## config.mk

```make
export PLATFORM = sky130hd
export DESIGN_NAME = dmem_responder_flat
export DESIGN_NICKNAME = d
export VERILOG_FILES = /design/src/rtl/dmem_responder_if.sv /design/src/rtl/dmem_responder.sv /design/src/flat_wrapper.sv
export SDC_FILE = /design/constraint.sdc
export NUM_CORES = 2
export LEC_CHECK = 0
export BUFFER_PORTS_ARGS = -buffer_cell sky130_fd_sc_hd__buf_2
export CAP_MARGIN = 40
export CORE_UTILIZATION = 45
export CTS_CLUSTER_SIZE = 20
export DETAILED_ROUTE_END_ITERATION = 10
export HOLD_SLACK_MARGIN = 0.15
export PLACE_DENSITY = 0.63
export REMOVE_ABC_BUFFERS = 1
export SETUP_SLACK_MARGIN = 0.02
export SYNTH_ARGS = -nofsm -noshare
export SYNTH_HDL_FRONTEND = slang
export SYNTH_SLANG_ARGS = --single-unit
```

## constraint.sdc

```tcl
create_clock -name clk -period 3.1 [get_ports clk]
set_input_delay 0.31 -clock clk [delete_from_list [all_inputs] [get_ports clk]]
set_output_delay 0.31 -clock clk [all_outputs]
set_load 0.01 [all_outputs]
```

## src/rtl/dmem_responder_if.sv

```systemverilog
// Single-word load/store handshake between the MEM stage (master) and the data memory (slave).
// The master holds req until it sees ready=1 at a sampling edge; the slave answers with a one-cycle ack.
interface dmem_responder_if #(
    parameter int ADDR_W = 8
);
    logic              req;
    logic              we;
    logic [ADDR_W-1:0] addr;
    logic [31:0]       wdata;
    logic              ready;
    logic              ack;
    logic [31:0]       rdata;
    logic              err;

    modport master (
        output req, we, addr, wdata,
        input  ready, ack, rdata, err
    );

    modport slave (
        input  req, we, addr, wdata,
        output ready, ack, rdata, err
    );
endinterface

```

## src/rtl/dmem_responder.sv

```systemverilog
// Data memory for the MEM stage: one request at a time, ack LATENCY+1 cycles after acceptance.
// No queueing: ready is low from acceptance through the ack cycle, and req is ignored meanwhile.
module dmem_responder #(
    parameter int DEPTH   = 64,
    parameter int ADDR_W  = 8,
    parameter int LATENCY = 2
) (
    input  logic             clk,
    input  logic             rst_n,
    dmem_responder_if.slave  bus
);
    localparam int IDX_W = (DEPTH > 1) ? $clog2(DEPTH) : 1;

    typedef enum logic [1:0] {
        IDLE = 2'd0,
        WAIT = 2'd1,
        RESP = 2'd2
    } state_t;

    state_t            state_q, state_d;
    logic [3:0]        cnt_q, cnt_d;
    logic              we_q, we_d;
    logic [ADDR_W-1:0] addr_q, addr_d;
    logic [31:0]       wdata_q, wdata_d;
    logic              ready_q, ready_d;
    logic              ack_q, ack_d;
    logic [31:0]       rdata_q, rdata_d;
    logic              err_q, err_d;
    logic [31:0]       mem_q [DEPTH];
    logic [31:0]       mem_d [DEPTH];

    logic              acc_go;
    logic              acc_we;
    logic [ADDR_W-1:0] acc_addr;
    logic [31:0]       acc_wdata;
    logic              acc_in_range;
    logic [IDX_W-1:0]  acc_idx;

    always_comb begin
        state_d   = state_q;
        cnt_d     = cnt_q;
        we_d      = we_q;
        addr_d    = addr_q;
        wdata_d   = wdata_q;
        mem_d     = mem_q;
        rdata_d   = 32'd0;
        err_d     = 1'b0;
        acc_go    = 1'b0;
        acc_we    = we_q;
        acc_addr  = addr_q;
        acc_wdata = wdata_q;

        case (state_q)
            IDLE: begin
                if (bus.req) begin
                    we_d    = bus.we;
                    addr_d  = bus.addr;
                    wdata_d = bus.wdata;
                    cnt_d   = LATENCY[3:0];
                    if (LATENCY == 0) begin
                        // Zero latency: the access happens on the accepting edge itself.
                        state_d   = RESP;
                        acc_go    = 1'b1;
                        acc_we    = bus.we;
                        acc_addr  = bus.addr;
                        acc_wdata = bus.wdata;
                    end else begin
                        state_d = WAIT;
                    end
                end
            end
            WAIT: begin
                cnt_d = cnt_q - 4'd1;
                if (cnt_q == 4'd1) begin
                    state_d = RESP;
                    acc_go  = 1'b1;
                end
            end
            RESP:    state_d = IDLE;
            default: state_d = IDLE;
        endcase

        acc_in_range = int'(acc_addr) < DEPTH;
        acc_idx      = acc_addr[IDX_W-1:0];
        if (acc_go) begin
            err_d = !acc_in_range;
            if (acc_in_range) begin
                if (acc_we) begin
                    mem_d[acc_idx] = acc_wdata;
                end else begin
                    rdata_d = mem_q[acc_idx];
                end
            end
        end

        ready_d = (state_d == IDLE);
        ack_d   = (state_d == RESP);
    end

    always_ff @(posedge clk or negedge rst_n) begin
        if (!rst_n) begin
            state_q <= IDLE;
            cnt_q   <= 4'd0;
            we_q    <= 1'b0;
            addr_q  <= '0;
            wdata_q <= 32'd0;
            ready_q <= 1'b1;
            ack_q   <= 1'b0;
            rdata_q <= 32'd0;
            err_q   <= 1'b0;
            for (int i = 0; i < DEPTH; i++) begin
                mem_q[i] <= 32'(i);
            end
        end else begin
            state_q <= state_d;
            cnt_q   <= cnt_d;
            we_q    <= we_d;
            addr_q  <= addr_d;
            wdata_q <= wdata_d;
            ready_q <= ready_d;
            ack_q   <= ack_d;
            rdata_q <= rdata_d;
            err_q   <= err_d;
            mem_q   <= mem_d;
        end
    end

    assign bus.ready = ready_q;
    assign bus.ack   = ack_q;
    assign bus.rdata = rdata_q;
    assign bus.err   = err_q;
endmodule

```

## src/flat_wrapper.sv

```systemverilog
// flat-port wrapper written by rule: the top's interface ports become plain ports
module dmem_responder_flat 
#(
    parameter int DEPTH   = 64,
    parameter int ADDR_W  = 8,
    parameter int LATENCY = 2
)
  (clk, rst_n, bus_req, bus_we, bus_addr, bus_wdata, bus_ready, bus_ack, bus_rdata, bus_err);
  dmem_responder_if #(.ADDR_W(ADDR_W)) bus_i ();
  input  logic clk;
  input  logic rst_n;
  input wire logic [$bits(bus_i.req)-1:0] bus_req;
  input wire logic [$bits(bus_i.we)-1:0] bus_we;
  input wire logic [$bits(bus_i.addr)-1:0] bus_addr;
  input wire logic [$bits(bus_i.wdata)-1:0] bus_wdata;
  output wire logic [$bits(bus_i.ready)-1:0] bus_ready;
  output wire logic [$bits(bus_i.ack)-1:0] bus_ack;
  output wire logic [$bits(bus_i.rdata)-1:0] bus_rdata;
  output wire logic [$bits(bus_i.err)-1:0] bus_err;
  assign bus_i.req = bus_req;
  assign bus_i.we = bus_we;
  assign bus_i.addr = bus_addr;
  assign bus_i.wdata = bus_wdata;
  assign bus_ready = bus_i.ready;
  assign bus_ack = bus_i.ack;
  assign bus_rdata = bus_i.rdata;
  assign bus_err = bus_i.err;
  dmem_responder #(.DEPTH(DEPTH), .ADDR_W(ADDR_W), .LATENCY(LATENCY)) u_core (.clk(clk), .rst_n(rst_n), .bus(bus_i));
endmodule
```

# Word-level counts from Yosys, hierarchy flattened
# Index checks and enable logic that the tools add are counted.
# op_classes
addsub,1
n_lt_le_gt_ge,3
eq_ne,4
n_mux,17
bitwise,1
reduce_logical,8
# op_table
operator,n
$bwmux W2048,1
$bmux W32 S6,1
$demux W32 S6,1
$mux W32,6
$lt A8 B7 Y1 const B,1
$pmux W4 S2,1
$ge A7 B7 Y1 const B,1
$lt A7 B1 Y1 const B,1
$not A6 Y7,1
$eq A4 B1 Y1 const B,1
$logic_not A2 Y1,2
$mux W2,2
$mux W4,1
$pmux W2 S2,1
$reduce_and A2 Y1,2
$sub A4 B1 Y4 const B,1
$mux W1,3
$reduce_and A3 Y1,1
$eq A2 B1 Y1 const B,1
$eq A2 B2 Y1 const B,1
$ne A2 B2 Y1 const B,1
$reduce_bool A2 Y1,1
$logic_and A1 B1 Y1,1
$logic_not A1 Y1,1
# word_totals
reg_bits,2130
inputBits,44
output_inout_bits,35
wordCells,107

# Logic depth before layout (Yosys ltp)
# logic_depth
depth_word,7
mapped_depth,11
mapped_depth_nobuf,9

# Least setup slack after synthesis
# OpenSTA, ideal clock, no wires.
# synth_path
path_type,register to register
start,register u_core.cnt_q[1]
end,register u_core.mem_q[1515] (netlist bit)
setup_time_ps,125
arrival_time_ps,2124
required_time_ps,2975
setup_slack_ps,852
path_stages_with_launch,12
n_path_buf,2
period_less_slack_ps,2248
cell_sequence,dfrtp_1 inv_1 ha_1 nor3b_2 nand2_1 inv_2 and3_1 buf_12 nand2_8 nor2_8 buf_6 mux2_2
# synth_via
elab_chain_len,4
# synth_lines
item,line,rtl
from (decl),dmem_responder.sv:21,"logic [3:0] cnt_q, cnt_d;"
from (signal assigned),dmem_responder.sv:116,cnt_q <= cnt_d;
$eq A4 B1 Y1,dmem_responder.sv:74,if (cnt_q == 4'd1) begin
$mux W1,dmem_responder.sv:74,
$mux W1,dmem_responder.sv:53,case (state_q)
$reduce_and A3 Y1 (no source line),n/a,
"to (signal, indexed assignment)",dmem_responder.sv:112,mem_q[i] <= 32'(i);
to (signal assigned),dmem_responder.sv:124,mem_q <= mem_d;
to (decl),dmem_responder.sv:29,logic [31:0] mem_q [DEPTH];
# No other way between the ends.
# A chain may end at the register's enable or synchronous reset.

# Worst setup path after layout
# layout_path
start,register u_core.addr_q[0] (netlist: u_core.acc_addr[0])
end,register u_core.rdata_q[11] (netlist: u_core.bus.rdata[11])
# layout_via
elab_chain_len,7
word_cells_on_any_way,8
cone_classes,order compare: 1; mux: 6; bitwise: 1
# layout_lines
item,line,rtl
from (decl),dmem_responder.sv:23,"logic [ADDR_W-1:0] addr_q, addr_d;"
from (signal assigned),dmem_responder.sv:118,addr_q <= addr_d;
$not A6 Y7 (not written as such),dmem_responder.sv:91,rdata_d = mem_q[acc_idx];
$bmux W32 S6,dmem_responder.sv:91,
$mux W32 (not written as such) (2 in a row),dmem_responder.sv:91,
$mux W32,dmem_responder.sv:88,if (acc_we) begin
$mux W32 *,dmem_responder.sv:87,if (acc_in_range) begin
$mux W32 *,dmem_responder.sv:85,if (acc_go) begin
named net u_core.rdata_d[11],dmem_responder.sv:27,"logic [31:0] rdata_q, rdata_d;"
to (signal assigned),dmem_responder.sv:122,rdata_q <= rdata_d;
to (decl),dmem_responder.sv:27,
# The timed path passes the listed nets; every way through them passes the cells marked *. The select of a mux whose other input is x is not followed.

==> summary by stage <==
Yosys
Synthesis produced approximately 7100 cells. The async set or reset register ratio after synthesis is 100%. The synthesized-area fraction occupied by adder cells is 0.0260%. The count of state elements after synthesis is 2130. The largest family of logic cells by synthesized area is multiplexers. The number of flops mapped to enable cells by yosys is 0. The xor and xnor fraction of the mapped netlist area is 0%. The post-synthesis cell type count is 63. The share of synthesized area spent on multiplexers is a little over a quarter. The mapped netlist covers 96200 um^2.

The register area share after synthesis is 55.7%. Summing the areas of all compound-gate instances in the mapped netlist gives 9.78% of the synthesized area. Averaged over all synthesized cells, the footprint is 13.6 um^2. In the synthesized netlist the dominant register cell turns out to be dfrtp_1. The number of warning messages in the yosys log is 0. Of the total synthesized cell area, the portion taken by AND, OR, NAND and NOR gates is 3.46%.

Critical path
The kind of start point of the critical path is a flip-flop. The kind of end point of the critical path is a flip-flop. The worst reg2reg path endpoint is u_core.bus.rdata[11]. The path type of the worst setup path is reg -> reg. Data on the critical path arrives at its endpoint at between 3000 and 4000 ps.

The maximum fanout count along the critical path is 42. The setup slack of the worst register-to-register path is 40 ps. STA puts the critical path data required time at about 3800 ps. In this run the critical register-to-register path is launched from u_core.acc_addr[0]. The capturing instance or port of the critical path is u_core.bus.rdata[11].

The number of cells on the worst reg-to-reg path is 9. The source of the critical timing path is u_core.acc_addr[0].

Clock tree
The H-tree depth is 4. The post-CTS setup buffer count is 0. After clock tree synthesis, the clock-pin slew on the worst setup and hold paths is 60 ps. The insertion delay to the later sink of the worst-skew pair is a little under 900 ps. In this run the clock root is driven by a clkbuf_16. TritonCTS built the clock tree. The number of sinks handled by clock tree synthesis is approximately 2100.

The longest clock path from root to sink contains 3 buffers. Clock tree synthesis inserted a total of between 200 and 250 buffers.

Pwr
The maximum resistive drop on vdd is between 1 and 1.5 mV. For this design the static power due to leakage is 51.4 nW. The design draws 77.8 mW. The total power density per cell area is 707 nW/um^2.

Floorplan
During I/O placement, the number of pins put on the boundary was 79. The area of the core is approximately 210000 um^2. For this configuration, the core starts out at a cell density of 45.3%. The total number of placement rows is ~170.

The die extent in x is 464 um. The die height is 464 um. The total die area is between 200000 and 250000 um^2.

Drt
After detailed routing, the average wire length per cell comes to 29.1 um. The first-pass iteration count of the detailed router is 11. The residual DRC count is 8. Dividing the detail-routed via count by the number of cells gives 6.19.

The remaining antenna violation count is 0. The final route contains approximately 63000 vias. The starting DRC count in detailed routing is between 5000 and 6000.

The wire length after detailed routing is 295 mm.

Final layout
The synthesis-to-finish area growth is 14.5%. The number of standard cells in the final layout excluding fillers is 10100. In the final layout, the share of cells above drive strength 1 is approximately two fifths.

In the layout the commonest cells are dfrtp_1, mux2_2, a22oi_1. Leaving out fill and tap cells, the most frequent cell in the layout is dfrtp_1. The final layout net count is ~7200. Fill cells in the final layout number 17800.

Worst hold path
The path type of the worst min-delay path is in -> reg.

Timing
Based on the critical path, the design can be clocked at up to 327 MHz. Setup slack closes at 41.7 ps. The smallest clock period supported by the final layout is computed as 3060 ps. Adding up every negative setup slack in the final design gives 0 ps.

The transition at the pin with the smallest max-transition slack is 967 ps. The relative slew slack is ~36%. Of the available clock period, the critical path in the final layout requires 98.7%. The final-report hold violation count came to 0. Final hold analysis gives a worst-case slack of roughly 240 ps. Between clock sinks in the finished design, the worst skew comes to 45.5 ps. Setup violations remaining at the end of the flow were counted as 0.

The max-slew violation count came to 0. Setup repair after global routing left no endpoint under its margin.

Place
OpenSTA, run right after detailed placement, puts the worst setup slack at -175 ps. The post-DP HPWL is 178 mm. The weighted congestion at the end of routability-driven global placement is 0.880. The count of buffers added on input and output ports is 78. The number of placed cells counting well taps is 9643.

Global route
The maximum number of pins on one net before global-route repair is 164. The number of antenna violations at the first check in global routing came to 12. The via count of the first global-routing pass is 65100. The global-route wire length before repair is roughly 440 mm. Across every metal layer, demand over resource in global routing totals 27.3%.

The global-route congestion overflow total is 0.

Flow run
The number of max-cap violations is 0.

Run status
The flow ran to the end, but the final reports show violations. The final reports fail on DRC.
==> report_power, final <==
part | total (mW) | switching (mW) | internal (mW)
registers | 31.0 | 1.99 | 29.0
clock network | 27.7 | 11.5 | 16.2
logic | 19.2 | 13.9 | 5.36
total | 77.8 | 27.3 | 50.5
==> layout make-up <==
cell class / instances / area (um^2) / area share [%]
antenna: 13 / 32.5 / 0.0295
sequential: 2130 / 53600 / 48.7
clock buffer: 336 / 6690 / 6.07
timing repair buffer: 588 / 6480 / 5.88
clock inverter: 86 / 961 / 0.873
multi-input combinational: 4169 / 38800 / 35.2
tap: 2821 / 3530 / 3.21
inverter: 6 / 22.5 / 0.0205
==> synthesized netlist by cell type, drive strengths merged (2+ instances only) <==
library cell	n	area share [%]
mux2	2051	24
dfrtp	1937	50
a22oi	512	4.0
buf	385	2.7
clkbuf	364	1.4
mux2i	263	2.7
o22ai	195	1.3
dfstp	193	5.3
nand2	190	0.89
nor2	150	1.2
a21oi	142	0.74
a221oi	131	1.3
o21ai	105	0.55
a22o	89	0.81
nor4	49	0.32
a221o	40	0.42
o221ai	28	0.26
a31oi	26	0.17
nor3	25	0.14
or3	21	0.14
and2	20	0.13
and3	20	0.13
o31ai	16	0.12
nand3	14	0.073
and4	11	0.10
nand2b	9	0.059
or4	9	0.070
a41o	8	0.083
nor2b	7	0.048
inv	6	0.023
mux4	6	0.14
nand4	6	0.039
nor3b	6	0.081
and3b	5	0.046
ha	2	0.026
nand3b	2	0.016
or2	2	0.013
or3b	2	0.018
==> metal layers <==
metal,GRT usage (%),vias to the layer above,part of all wire (%)
li1,-,26300,-
met1,38.4,33800,44
met2,42.7,2155,46
met3,3.91,500,6.3
met4,10.7,0,3.9
met5,0,-,0
==> stage by stage <==
| step | utilization, % | area (um^2) |
|---|---|---|
| floorplan | - | 92200 |
| global placement | 47.8 | 101000 |
| detailed placement | 47.9 | 102000 |
| CTS | 51.8 | 110000 |
| global route | 51.9 | 110000 |
| finish | 51.9 | 110000 |
==> state kept, by name, indices dropped and copies added (netlist names) <==
register,flops
u_core.bus.err,1
u_core.bus.ready,1
u_core.bus.ack,1
u_core.bus.rdata,32
u_core.acc_wdata,32
u_core.mem_q,2048
u_core.acc_we,1
u_core.cnt_q,4
u_core.state_q,2
u_core.acc_addr,8
==> how the worst min path moves through the flow <==
| stage | startpoint | end | slack [ps] | cells past startpoint |
|---|---|---|---|---|
| after floorplan | rst_n | u_core.acc_addr[0] | 10 | 0 |
| after global placement | rst_n | u_core.mem_q[1875] | 250 | 1 |
| after detailed placement | rst_n | u_core.mem_q[1843] | 250 | 1 |
| after CTS | bus_wdata[30] | u_core.acc_wdata[30] | 210 | 4 |
| after global routing | bus_wdata[30] | u_core.acc_wdata[30] | 220 | 4 |
| final | bus_wdata[30] | u_core.acc_wdata[30] | 240 | 4 |
==> critical path: stages (launching register included) <==
cell and delay (ps):
dfrtp_4 590, and2_4 370, buf_12 270, buf_4 200, a22oi_1 160, o22ai_1 140, nor4_1 390, buf_4 240
a41o_1 300, o21ai_0 170
==> cells by family after synthesis <==
group                      after synthesis
AOI/OAI and AO/OA                     1299
DFF                                   2130
buffers and inverters                  755
and+or+nand+nor                        548
muxes                                 2320
adders and majority gates                2
==> repair_timing <==
| action | CTS | global route |
|---|---|---|
| setup endpoints to repair | 3 | 6 |
| hold buffers | 71 | 0 |
| gates resized for setup | 5 | 6 |
| endpoints found under the hold margin | 1637 | 0 |
Note: power is estimated with default switching activity, not from simulation.
